--- config.mk ---
export PLATFORM = sky130hd
export DESIGN_NAME = pipeline_ctrl_flat
export DESIGN_NICKNAME = d
export VERILOG_FILES = /design/src/rtl/pipeline_ctrl_if.sv /design/src/rtl/pipeline_ctrl.sv /design/src/flat_wrapper.sv
export SDC_FILE = /design/constraint.sdc
export NUM_CORES = 1
export LEC_CHECK = 0
export CORE_MARGIN = 2
export CORE_UTILIZATION = 40
export CTS_CLUSTER_DIAMETER = 50
export DETAILED_ROUTE_END_ITERATION = 10
export GPL_ROUTABILITY_DRIVEN = 0
export PLACE_DENSITY = 0.79
export SETUP_SLACK_MARGIN = 0.02
export SLEW_MARGIN = 25
export SYNTH_ARGS = -nofsm -noshare
export SYNTH_HDL_FRONTEND = slang
export SYNTH_SLANG_ARGS = --single-unit
--- constraint.sdc ---
create_clock -name clk -period 1.9 [get_ports clk]
set_input_delay 0.19 -clock clk [delete_from_list [all_inputs] [get_ports clk]]
set_output_delay 0.19 -clock clk [all_outputs]
set_load 0.05 [all_outputs]
--- src/rtl/pipeline_ctrl_if.sv ---
// Cache handshake bundle between the pipeline sequencer and the I$/D$ ports.
// master = pipeline/cache side, slave = pipeline_ctrl.
interface pipeline_ctrl_if;
  logic imem_read;
  logic imem_resp;
  logic dmem_read;
  logic dmem_write;
  logic dmem_resp;
  logic imem_mask;
  logic dmem_mask;
  logic ibuf_load;
  logic dbuf_load;
  logic ibuf_sel;
  logic dbuf_sel;

  modport master (
    output imem_read, imem_resp, dmem_read, dmem_write, dmem_resp,
    input  imem_mask, dmem_mask, ibuf_load, dbuf_load, ibuf_sel, dbuf_sel
  );

  modport slave (
    input  imem_read, imem_resp, dmem_read, dmem_write, dmem_resp,
    output imem_mask, dmem_mask, ibuf_load, dbuf_load, ibuf_sel, dbuf_sel
  );
endinterface

--- src/rtl/pipeline_ctrl.sv ---
// Stall/flush sequencer for the 5-stage RV32I pipeline. Holds the pipe while
// either cache is outstanding, remembers which side already responded so its
// data sits in a skid buffer, and resolves mispredict / load-use hazards on
// every advancing cycle. Saturating performance counters.
module pipeline_ctrl #(
  parameter int unsigned CNT_W = 32
) (
  input  logic             clk,
  input  logic             rst_n,
  pipeline_ctrl_if.slave   cache,
  input  logic [4:0]       i_id_rs1,
  input  logic [4:0]       i_id_rs2,
  input  logic             i_id_use_rs1,
  input  logic             i_id_use_rs2,
  input  logic [4:0]       i_ex_rd,
  input  logic             i_ex_mem_read,
  input  logic             i_ex_mispredict,
  output logic             o_load_pc,
  output logic             o_pc_redirect,
  output logic             o_load_if_id,
  output logic             o_load_id_ex,
  output logic             o_load_ex_mem,
  output logic             o_load_mem_wb,
  output logic             o_flush_if_id,
  output logic             o_flush_id_ex,
  output logic [CNT_W-1:0] o_stall_cnt,
  output logic [CNT_W-1:0] o_flush_cnt,
  output logic [CNT_W-1:0] o_bubble_cnt
);

  typedef enum logic {ST_RUN, ST_WAIT} state_t;

  localparam logic [CNT_W-1:0] CNT_ONE = {{(CNT_W-1){1'b0}}, 1'b1};

  state_t           r_state, w_state_nxt;
  logic             r_i_done, r_d_done;
  logic             w_i_done_nxt, w_d_done_nxt;
  logic [CNT_W-1:0] r_stall_cnt, r_flush_cnt, r_bubble_cnt;
  logic             w_stall_inc, w_flush_inc, w_bubble_inc;
  logic             w_i_ok, w_d_ok, w_adv, w_load_use;
  logic             w_i_hit, w_d_hit, w_d_rd_hit;

  assign w_i_hit    = cache.imem_read & cache.imem_resp;
  assign w_d_hit    = (cache.dmem_read | cache.dmem_write) & cache.dmem_resp;
  assign w_d_rd_hit = cache.dmem_read & cache.dmem_resp;
  assign w_i_ok     = ~cache.imem_read | cache.imem_resp | r_i_done;
  assign w_d_ok     = ~(cache.dmem_read | cache.dmem_write) | cache.dmem_resp | r_d_done;
  assign w_adv      = w_i_ok & w_d_ok;
  assign w_load_use = i_ex_mem_read & (i_ex_rd != 5'd0) &
                      ((i_id_use_rs1 & (i_ex_rd == i_id_rs1)) |
                       (i_id_use_rs2 & (i_ex_rd == i_id_rs2)));

  // Next-state, completion flags, skid steering and hazard decode; all outputs forced low in reset.
  always_comb begin
    w_state_nxt     = r_state;
    w_i_done_nxt    = r_i_done;
    w_d_done_nxt    = r_d_done;
    w_stall_inc     = 1'b0;
    w_flush_inc     = 1'b0;
    w_bubble_inc    = 1'b0;
    o_load_pc       = 1'b0;
    o_pc_redirect   = 1'b0;
    o_load_if_id    = 1'b0;
    o_load_id_ex    = 1'b0;
    o_load_ex_mem   = 1'b0;
    o_load_mem_wb   = 1'b0;
    o_flush_if_id   = 1'b0;
    o_flush_id_ex   = 1'b0;
    cache.imem_mask = 1'b0;
    cache.dmem_mask = 1'b0;
    cache.ibuf_load = 1'b0;
    cache.dbuf_load = 1'b0;
    cache.ibuf_sel  = 1'b0;
    cache.dbuf_sel  = 1'b0;
    if (rst_n) begin
      unique case (r_state)
        ST_RUN: begin
          if (!w_adv) begin
            w_state_nxt     = ST_WAIT;
            w_i_done_nxt    = w_i_hit;
            w_d_done_nxt    = w_d_hit;
            cache.ibuf_load = w_i_hit;
            cache.dbuf_load = w_d_rd_hit;
          end
        end
        ST_WAIT: begin
          cache.imem_mask = r_i_done;
          cache.dmem_mask = r_d_done;
          cache.ibuf_load = w_i_hit & ~r_i_done;
          cache.dbuf_load = w_d_rd_hit & ~r_d_done;
          if (w_adv) begin
            cache.ibuf_sel = r_i_done;
            cache.dbuf_sel = r_d_done;
            w_i_done_nxt   = 1'b0;
            w_d_done_nxt   = 1'b0;
            w_state_nxt    = ST_RUN;
          end else begin
            if (w_i_hit) w_i_done_nxt = 1'b1;
            if (w_d_hit) w_d_done_nxt = 1'b1;
          end
        end
        default: w_state_nxt = ST_RUN;
      endcase

      if (!w_adv) begin
        w_stall_inc = 1'b1;
      end else if (i_ex_mispredict) begin
        o_load_pc     = 1'b1;
        o_pc_redirect = 1'b1;
        o_load_if_id  = 1'b1;
        o_load_id_ex  = 1'b1;
        o_load_ex_mem = 1'b1;
        o_load_mem_wb = 1'b1;
        o_flush_if_id = 1'b1;
        o_flush_id_ex = 1'b1;
        w_flush_inc   = 1'b1;
      end else if (w_load_use) begin
        o_load_id_ex  = 1'b1;
        o_flush_id_ex = 1'b1;
        o_load_ex_mem = 1'b1;
        o_load_mem_wb = 1'b1;
        w_bubble_inc  = 1'b1;
      end else begin
        o_load_pc     = 1'b1;
        o_load_if_id  = 1'b1;
        o_load_id_ex  = 1'b1;
        o_load_ex_mem = 1'b1;
        o_load_mem_wb = 1'b1;
      end
    end
  end

  // State, completion flags and saturating counters.
  always_ff @(posedge clk) begin
    if (!rst_n) begin
      r_state      <= ST_RUN;
      r_i_done     <= 1'b0;
      r_d_done     <= 1'b0;
      r_stall_cnt  <= '0;
      r_flush_cnt  <= '0;
      r_bubble_cnt <= '0;
    end else begin
      r_state  <= w_state_nxt;
      r_i_done <= w_i_done_nxt;
      r_d_done <= w_d_done_nxt;
      if (w_stall_inc && (r_stall_cnt != '1))   r_stall_cnt  <= r_stall_cnt + CNT_ONE;
      if (w_flush_inc && (r_flush_cnt != '1))   r_flush_cnt  <= r_flush_cnt + CNT_ONE;
      if (w_bubble_inc && (r_bubble_cnt != '1)) r_bubble_cnt <= r_bubble_cnt + CNT_ONE;
    end
  end

  assign o_stall_cnt  = r_stall_cnt;
  assign o_flush_cnt  = r_flush_cnt;
  assign o_bubble_cnt = r_bubble_cnt;

endmodule

--- src/flat_wrapper.sv ---
// flat-port wrapper written by rule: the top's interface ports become plain ports
module pipeline_ctrl_flat 
#(
  parameter int unsigned CNT_W = 32
)
  (clk, rst_n, i_id_rs1, i_id_rs2, i_id_use_rs1, i_id_use_rs2, i_ex_rd, i_ex_mem_read, i_ex_mispredict, o_load_pc, o_pc_redirect, o_load_if_id, o_load_id_ex, o_load_ex_mem, o_load_mem_wb, o_flush_if_id, o_flush_id_ex, o_stall_cnt, o_flush_cnt, o_bubble_cnt, cache_imem_read, cache_imem_resp, cache_dmem_read, cache_dmem_write, cache_dmem_resp, cache_imem_mask, cache_dmem_mask, cache_ibuf_load, cache_dbuf_load, cache_ibuf_sel, cache_dbuf_sel);
  pipeline_ctrl_if cache_i ();
  input  logic clk;
  input  logic rst_n;
  input  logic [4:0] i_id_rs1;
  input  logic [4:0] i_id_rs2;
  input  logic i_id_use_rs1;
  input  logic i_id_use_rs2;
  input  logic [4:0] i_ex_rd;
  input  logic i_ex_mem_read;
  input  logic i_ex_mispredict;
  output logic o_load_pc;
  output logic o_pc_redirect;
  output logic o_load_if_id;
  output logic o_load_id_ex;
  output logic o_load_ex_mem;
  output logic o_load_mem_wb;
  output logic o_flush_if_id;
  output logic o_flush_id_ex;
  output logic [CNT_W-1:0] o_stall_cnt;
  output logic [CNT_W-1:0] o_flush_cnt;
  output logic [CNT_W-1:0] o_bubble_cnt;
  input wire logic [$bits(cache_i.imem_read)-1:0] cache_imem_read;
  input wire logic [$bits(cache_i.imem_resp)-1:0] cache_imem_resp;
  input wire logic [$bits(cache_i.dmem_read)-1:0] cache_dmem_read;
  input wire logic [$bits(cache_i.dmem_write)-1:0] cache_dmem_write;
  input wire logic [$bits(cache_i.dmem_resp)-1:0] cache_dmem_resp;
  output wire logic [$bits(cache_i.imem_mask)-1:0] cache_imem_mask;
  output wire logic [$bits(cache_i.dmem_mask)-1:0] cache_dmem_mask;
  output wire logic [$bits(cache_i.ibuf_load)-1:0] cache_ibuf_load;
  output wire logic [$bits(cache_i.dbuf_load)-1:0] cache_dbuf_load;
  output wire logic [$bits(cache_i.ibuf_sel)-1:0] cache_ibuf_sel;
  output wire logic [$bits(cache_i.dbuf_sel)-1:0] cache_dbuf_sel;
  assign cache_i.imem_read = cache_imem_read;
  assign cache_i.imem_resp = cache_imem_resp;
  assign cache_i.dmem_read = cache_dmem_read;
  assign cache_i.dmem_write = cache_dmem_write;
  assign cache_i.dmem_resp = cache_dmem_resp;
  assign cache_imem_mask = cache_i.imem_mask;
  assign cache_dmem_mask = cache_i.dmem_mask;
  assign cache_ibuf_load = cache_i.ibuf_load;
  assign cache_dbuf_load = cache_i.dbuf_load;
  assign cache_ibuf_sel = cache_i.ibuf_sel;
  assign cache_dbuf_sel = cache_i.dbuf_sel;
  pipeline_ctrl #(.CNT_W(CNT_W)) u_core (.clk(clk), .rst_n(rst_n), .cache(cache_i), .i_id_rs1(i_id_rs1), .i_id_rs2(i_id_rs2), .i_id_use_rs1(i_id_use_rs1), .i_id_use_rs2(i_id_use_rs2), .i_ex_rd(i_ex_rd), .i_ex_mem_read(i_ex_mem_read), .i_ex_mispredict(i_ex_mispredict), .o_load_pc(o_load_pc), .o_pc_redirect(o_pc_redirect), .o_load_if_id(o_load_if_id), .o_load_id_ex(o_load_id_ex), .o_load_ex_mem(o_load_ex_mem), .o_load_mem_wb(o_load_mem_wb), .o_flush_if_id(o_flush_if_id), .o_flush_id_ex(o_flush_id_ex), .o_stall_cnt(o_stall_cnt), .o_flush_cnt(o_flush_cnt), .o_bubble_cnt(o_bubble_cnt));
endmodule
==> run summary <==
outcome: finished, violations left
violated checks: setup timing
Mapped Nets: 667
TritonCTS Sinks: 99
CP Class: reg2reg
VDD IR max: 339 uV
HPWL after DPL: 11700 um
Final Hold Viols: 0
Fmax: 0.505 GHz
Core ar.: 0.0127 mm^2
fin crit share: 104%
Post-Syn Area: 0.00523 mm^2
DRC viols: 0
Congestion Overflow GR: 0
gr busiest metal: met2
worst slew pin tran: 561 ps
Synth Register Bits: 99
post-route minimum period: 1980 ps
worst hold path type: in2reg
clock slew at reported path FFs: 70 ps
fin cells: 1058
post-synth cell types: 56
drt initial violations: 476
largest area contributor in the netlist: dfxtp_1
CP Capture Type: flop
number of setup violations in the final report: 26
First-pass DRT Iterations: 5
syn_area_per_cell: 8.20 um^2
worst skew pair latency: 360 ps
Max Cap Violations: 0
global-route usage over all layers: 24.4%
Starting Density: 41.3%
EDFF count, synth: 0
Tot Pwr: 4200 uW
Post-Place Cells: 1001
crit path max fanout: 13
cell row count: 41
boundary pin count: 136
number of H-tree levels: 3
Synth area leaders: dfxtp_1 38%, xnor2_1 7.0%, nand2_1 5.1%
Final Max Slew Viols: 0
worst endpoint required time: 2140 ps
Nets: 910
port bufs: 135
Die X: 118 um
routed length per instance: 19.1 um
GRT met3 Usage: 4.92%
Die Y: 118 um
Worst Path Arrival: 2220 ps
met1 GRT Util: 27.9%
Multi-input gate area: 0.00392 mm^2
layout cells sized above 1: 45.1%
yosys warns: 0
ys flop type: dfxtp_1
top cells by count, synth: 99 x dfxtp_1, 71 x nand2_1, 69 x nor2_1
max-slew headroom at the worst pin: 62.6%
RSZ-0062 raised after global routing: yes
cells after synthesis: 638
Detailed Route WL: 20200 um
vias in the first global route: 5866
Root Driver: clkbuf_16
P&R area growth vs syn: 80.2%
Synth top area share: 37.9%
Vias: 6139
total die area: 0.0140 mm^2
CTS tree: built
leakage power: 0.00343 uW
Detail Route Antenna Nets: 0
Post-synth ARST share: 0%
first-pass GRT wire length: 28000 um
met2 usage: 43.2%
clk_skew: 8.08 ps
initial antenna violation count: 1
most common cell in the netlist: dfxtp_1
DR vias/cell: 5.80
post-route setup slack: -80.7 ps
# fillers: 823
Num CTS Buffers: 9
CTS Hold Bufs: 0
Seq/Total Area, Yosys: 37.9%
CTS Buffer Depth: 2
Power Density: 446 mW/mm^2
largest net degree at the start of global routing: 32
register area: 0.00227 mm^2
Worst setup SP type: flop
-- report_power, final --
part           switching (uW)  internal (uW)  total [uW]
clock                     825            878        1700
combinational             274            219         492
sequential               13.0           1990        2010
total                    1110           3090        4200
-- sequential cells by signal, summed over array words and instances, names as in the netlist --
| register | count |
|---|---|
| u_core.o_bubble_cnt | 32 |
| u_core.o_flush_cnt | 32 |
| u_core.o_stall_cnt | 32 |
| u_core.r_d_done | 1 |
| u_core.r_i_done | 1 |
| u_core.r_state | 1 |
-- final cells by class --
class | instances | area share [%]
flip-flops and latches | 99 | 24.1
inverters | 13 | 0.544
diodes | 1 | 0.0266
clock inverters | 5 | 0.332
repair buffers | 266 | 28.6
well taps | 172 | 2.28
clock buffers | 10 | 2.43
multi-input cells | 492 | 41.6
-- per-stage QoR --
| step | hold slack, ps | cell area [um^2] | utilization [%] | setup slack [ps] | setup TNS, ps |
|---|---|---|---|---|---|
| 4_1_cts | 288 | 8520 | 67.3 | -59.6 | -376 |
| 3_5_place_dp | 461 | 7890 | 62.3 | -514 | -35770 |
| 3_3_place_gp | 447 | 7890 | 62.3 | -435 | -27820 |
| 5_1_grt | 349 | 9420 | 74.3 | -167 | -4360 |
| 6_report | 302 | 9420 | 74.4 | -80.7 | -898 |
| 2_1_floorplan | 355 | 5730 | - | -117 | -1320 |
-- what timing repair did --
item,CTS,global route
resized for setup,57,130
endpoints found under the setup margin,81,89
pin swaps,19,91
cloned,4,5
buffers inserted,9,24
-- worst paths after layout --
kind	startpoint	end	slack, ps	cells after the start
worst max-delay path	u_core.o_bubble_cnt[9]	u_core.o_bubble_cnt[31]	-80	9
worst min register to register	u_core.o_stall_cnt[31]	u_core.o_stall_cnt[31]	480	1
worst min-delay path	cache_imem_resp	u_core.r_i_done	300	4
worst max register to register	u_core.o_bubble_cnt[9]	u_core.o_bubble_cnt[31]	-80	9
-- layer usage --
metal / part of all wire [%] / wire length [um]
met5: 0 / 0
met4: 3.4 / 685
met3: 5.8 / 1170
met2: 52 / 10600
met1: 38 / 7770
-- critical path, cell delays in order (launching register included) --
cell	delay (ps)
dfxtp_4	370
nand4_1	160
buf_4	200
nor4_4	220
buf_6	180
nand2_8	80
nor2_4	200
buf_12	210
o311ai_1	130
o41ai_1	100
-- kinds of logic after synthesis --
family,synth area share (%)
AO/OA/AOI/OAI,9.60
XOR/XNOR,9.88
adder cells (fa/ha/maj),0.718
buffers and inverters,4.62
flip-flops,37.9
multiplexers,2.87
AND/OR/NAND/NOR,34.4
-- cell usage in the layout, fill, tap and decap left out, types with 5 or more instances in the layout --
master           count
nor2_1              63
o211ai_1             5
nor3_2               8
buf_6               19
a21oi_2             10
and3_1              15
dfxtp_2             28
nand3_1             27
nor3_4              13
inv_1               10
nor4_2               6
nand2b_1            11
or3_4                5
clkdlybuf4s50_1    107
nor2_4               6
nand2_2              7
xor2_1              16
dlymetal6s2s_1       7
or4_4               12
clkbuf_16           13
o31ai_1              6
nand3_2              9
buf_4              103
nand2_1             62
buf_12              17
nand4_1             27
nor4_4              14
mux2i_1             15
o21ai_0             13
or3_1                6
dlygate4sd2_1        6
dfxtp_4             68
a21oi_1             11
xnor2_1             41
Note: power is estimated with default switching activity, not from simulation.
